===== config.mk =====
export PLATFORM = sky130hd
export DESIGN_NAME = prog_loader
export DESIGN_NICKNAME = d
export VERILOG_FILES = /design/src/rtl/prog_loader.sv
export SDC_FILE = /design/constraint.sdc
export NUM_CORES = 1
export LEC_CHECK = 0
export ABC_AREA = 1
export BUFFER_PORTS_ARGS = -buffer_cell sky130_fd_sc_hd__buf_2
export CORE_MARGIN = 10
export CORE_UTILIZATION = 52
export CTS_CLUSTER_DIAMETER = 200
export CTS_CLUSTER_SIZE = 10
export DETAILED_ROUTE_END_ITERATION = 10
export PLACE_DENSITY = 0.82
export SLEW_MARGIN = 40
export SYNTH_ARGS = -nofsm -noshare
export SYNTH_HDL_FRONTEND = slang
export SYNTH_SLANG_ARGS = --single-unit

===== constraint.sdc =====
create_clock -name clk -period 1.63 [get_ports clk]
set_input_delay 0.163 -clock clk [delete_from_list [all_inputs] [get_ports clk]]
set_output_delay 0.163 -clock clk [all_outputs]
set_load 0.01 [all_outputs]

===== src/rtl/prog_loader.sv =====
// Boot-time loader: framed byte stream in, instruction memory writes out.
// Holds the CPU in reset until a frame with a matching checksum lands.
module prog_loader #(
    parameter int DEPTH  = 64,
    parameter int ADDR_W = 16
) (
    input  logic              clk,
    input  logic              reset,
    input  logic [7:0]        in_data,
    input  logic              in_valid,
    output logic              in_ready,
    output logic              mem_write,
    output logic [ADDR_W-1:0] mem_addr,
    output logic [31:0]       mem_datain,
    output logic              cpu_hold,
    output logic              done,
    output logic              error
);

    typedef enum logic [2:0] {
        S_LEN_HI,
        S_LEN_LO,
        S_DATA,
        S_CSUM,
        S_DONE,
        S_ERR
    } state_t;

    state_t      state, state_nx;
    logic        hs;
    logic        accepting;
    logic [15:0] count;
    logic [15:0] len;
    logic [15:0] widx;
    logic [23:0] asmw;
    logic [1:0]  bcnt;
    logic [7:0]  xsum;
    logic        wr_q;
    logic        last_word;

    assign hs        = in_valid & in_ready;
    assign len       = {count[15:8], in_data};
    assign last_word = (bcnt == 2'd3) && (widx == count - 16'd1);

    always_ff @(posedge clk) begin
        if (reset) state <= S_LEN_HI;
        else       state <= state_nx;
    end

    always_comb begin
        state_nx = state;
        unique case (state)
            S_LEN_HI: if (hs) state_nx = S_LEN_LO;
            S_LEN_LO: begin
                if (hs) begin
                    if (len > 16'(DEPTH))  state_nx = S_ERR;
                    else if (len == 16'd0) state_nx = S_CSUM;
                    else                   state_nx = S_DATA;
                end
            end
            S_DATA:   if (hs && last_word) state_nx = S_CSUM;
            S_CSUM: begin
                if (hs) state_nx = (in_data == xsum) ? S_DONE : S_ERR;
            end
            S_DONE:   state_nx = S_DONE;
            S_ERR:    state_nx = S_ERR;
            default:  state_nx = S_LEN_HI;
        endcase
    end

    // Outputs are masked by reset so nothing leaks during the reset cycle.
    always_comb begin
        accepting = (state == S_LEN_HI) || (state == S_LEN_LO)
                 || (state == S_DATA)   || (state == S_CSUM);
        in_ready  = accepting & ~reset;
        done      = (state == S_DONE) & ~reset;
        error     = (state == S_ERR) & ~reset;
        cpu_hold  = reset | (state != S_DONE);
        mem_write = wr_q & ~reset;
    end

    always_ff @(posedge clk) begin
        if (reset) begin
            count      <= '0;
            widx       <= '0;
            asmw       <= '0;
            bcnt       <= '0;
            xsum       <= '0;
            wr_q       <= 1'b0;
            mem_addr   <= '0;
            mem_datain <= '0;
        end else begin
            wr_q <= 1'b0;
            if (hs) begin
                case (state)
                    S_LEN_HI: begin
                        count[15:8] <= in_data;
                        xsum        <= xsum ^ in_data;
                    end
                    S_LEN_LO: begin
                        count[7:0] <= in_data;
                        xsum       <= xsum ^ in_data;
                    end
                    S_DATA: begin
                        asmw <= {asmw[15:0], in_data};
                        bcnt <= bcnt + 2'd1;
                        xsum <= xsum ^ in_data;
                        if (bcnt == 2'd3) begin
                            wr_q       <= 1'b1;
                            mem_addr   <= ADDR_W'(widx);
                            mem_datain <= {asmw, in_data};
                            widx       <= widx + 16'd1;
                        end
                    end
                    default: ;
                endcase
            end
        end
    end

endmodule

==> metrics <==
Avg Cell Area, Syn=7.343 µm²; CP arrival=2290 ps; worst-margin pin slew=~560 ps; IR drop worst, VDD=0.6588 mV; Net Sw Frac=between 20 and 30%; First DRT Iteration DRCs=approximately 560; max-cap violations=0; startpoint types=flip-flop; flip-flop and latch area=2381 µm²; die width=119.4 µm; Final nets=811; Final Routed Wirelength=approximately 15 mm; crit share post-route=114.9%; Fillers=672; metal3 WL=1.246 mm; Post-synth top flop=dfxtp_1; top cells by area, synth=dfxtp_1, nor2_1, o21ai_0, nand2_1, a21oi_1; Die ar.=14,240 µm²; largest area contributor in the netlist=dfxtp_1; routed length per placed instance=16.08 µm; CP bufs+invs=1; GP Congestion=0.9271; Clock Latency Late Sink=520 ps; failing checks=negative setup slack; Post-synth EDFFs=0; DRT antenna net count=0; cts bufs inserted=17; largest net degree at the start of global routing=71; initial antenna violation count=0; first-pass GRT wire length=approximately 23 mm; Power Dens Cells=1154 nW/µm²; asr flop ratio synth=0%; final worst slack=-243.2 ps; Synthesis Warnings=0; # port buffers=between 60 and 70; Worst path most repeated cell=nor2_1; Row Count=36; drc violations=0; total power=7.846 mW; vias after detailed routing=5,274; layout cells sized above 1=27.78%; Gate power share=13.5%; area added between synthesis and finish=32.42%; clock power share=47.5%; Max Fclk=around 530 MHz; top cell type's share of synthesized area=46.03%; top sig layer=met4; Crit-path slowest cell=dfxtp_2; Clock Pin Slew Worst Setup and Hold Paths=around 60 ps; outcome=complete, but fails checks; worst min path class=in2reg; Pins Over Slew Limit=0; switching power=between 2 and 2.5 mW; crit path cell chain=inv_2 -> ha_4 -> or2_2 -> nand3_1 -> nor2_1 -> nand2_1 -> nor2_1 -> nand3_1 -> nor2_1 -> nand2_1 -> nand2_2 -> nand3_2 -> nand2_1 -> nor2_1; Netlist cell types=39; post-DP HPWL=slightly above 9 mm; minimum clock period=1873 ps; synthesized cell area=5132 µm²; clock skew=7.682 ps; Yosys reg bits=118; post-synthesis cell count=~700; root buf cell=clkbuf_8; n_diodes=0; GRT Total Usage=about a fifth; Fin. Hold Viols=0; Worst setup EP type=flip-flop; Starting Density=53.00%; die height=119.4 µm; leakage=3.099 nW; TritonCTS Sinks=approximately 120; CORE AREA=9684 µm²; slowest cell delay on critical path=350 ps; routed length on met1=~5.7 mm; final setup vio count=10; I/O Pins=64; CP Class=reg2reg; CP delay by family, top=simple AND/OR/NAND/NOR gates; total overflow reported by the global router=0; multi-input logic area=2643 µm²; register area share after synthesis=46.03%; DR WL met2=7.547 mm; syn nets=around 700; Hold WS=13.57 ps; First-pass DRT Iterations=9; CTS tree=yes; worst endpoint required time=2040 ps; CP max FO=3; H-tree depth=4; Int Pwr=5.717 mW; Worst slew margin=between 60% and 70%; sequential share of power=39.0%; vias in the first global route=4,895; maximum root-to-sink buffer count=2; RSZ-0062 raised after global routing=yes; DR vias/cell=5.593
## repair_timing
item                                   CTS  global route
setup endpoints to repair               19            26
endpoints found under the hold margin    4             0
buffers inserted                         0             8
pin swaps                               13            24
resized for setup                       32            61
hold buffers                             4             0
## stage by stage
step	utilization [%]	cell area [µm²]	setup slack [ps]	std cells	setup TNS [ps]
floorplan	-	5145	3.752	699	0
global placement	59.95	5806	-94.22	899	-129.0
detailed placement	59.95	5806	-213.6	899	-562.5
CTS	67.44	6531	-123.6	935	-601.9
global route	70.18	6797	-336.5	943	-2724
finish	70.18	6797	-243.2	943	-1126
## layer usage
metal / GRT usage [%] / vias up
li1: - / 2472
met1: 20.72 / 2415
met2: 33.40 / 309
met3: 5.527 / 78
met4: 9.502 / 0
met5: 0 / -
## cell families after synthesis
family / Yosys count / synth area share, %
xor+xnor: 27 / 4.608
buf+inv: 96 / 7.338
compound gates: 164 / 16.70
fa+ha+maj: 3 / 0.7314
simple gates: 291 / 24.60
flops: 118 / 46.03
## registers in the layout (all words and copies together), names as in the netlist
signal and cells:
bcnt 2, asmw 24, widx 16, wr_q 1
state 3, mem_addr 16, count 16, xsum 8
mem_datain 32
## final timing paths
kind,startpoint,to,slack [ps],depth (start not counted)
worst max-delay path,count[1]$_SDFFE_PP0P_,state[0]$_SDFFE_PP0P_,-240,14
worst min-delay path,in_data[4],count[12]$_SDFFE_PP0P_,10,3
worst max register to register,count[1]$_SDFFE_PP0P_,state[0]$_SDFFE_PP0P_,-240,14
worst min register to register,mem_datain[13]$_SDFFE_PP0P_,mem_datain[13]$_SDFFE_PP0P_,480,2
## cell type report
class | count | share of cell area [%]
sequential | 118 | 35.03
inverter | 62 | 3.627
timing repair buffer | 113 | 11.28
clock inverter | 15 | 2.633
clock buffer | 17 | 6.094
multi-input combinational | 485 | 38.88
tap | 133 | 2.448
## worst register-to-register path, stage by stage (launching register included)
cell and delay, ps:
dfxtp_2 350, inv_2 50, ha_4 260, or2_2 100, nand3_1 60, nor2_1 150
nand2_1 90, nor2_1 90, nand3_1 100, nor2_1 130, nand2_1 90, nand2_2 100
nand3_2 60, nand2_1 80, nor2_1 40
## Yosys cell counts, drive strengths merged, types with 3 or more instances
master  count
a21oi      50
xor2       15
nor2      167
inv        59
dfxtp     118
a211oi      8
nor3       18
ha          3
nand3      21
nand4       4
clkbuf     23
buf        11
xnor2      12
clkinv      3
o21ai     102
nand2      75
## power groups by stage
stage / logic [mW] / registers [mW] / clock network (mW)
2_1_floorplan: 0.610 / 3.09 / 0
3_3_place_gp: 0.801 / 3.10 / 0
3_5_place_dp: 0.837 / 3.10 / 0
4_1_cts: 0.920 / 3.05 / 3.73
5_1_grt: 1.16 / 3.06 / 3.87
6_report: 1.06 / 3.06 / 3.73
## layout by cell type, fill, tap and decap left out, types with 5 or more instances in the layout
master / n
a211oi_1: 8
a21oi_1: 49
buf_2: 62
buf_4: 37
buf_6: 7
clkbuf_16: 16
clkinvlp_4: 5
dfxtp_1: 105
dfxtp_2: 12
inv_1: 48
inv_2: 8
nand2_1: 64
nand2_2: 5
nand2_4: 6
nand3_1: 10
nand3_2: 10
nor2_1: 145
nor2_2: 14
nor2_4: 7
nor3_1: 12
o21ai_0: 97
xnor2_1: 12
xor2_1: 15
Power figures use the tool's default switching activity.
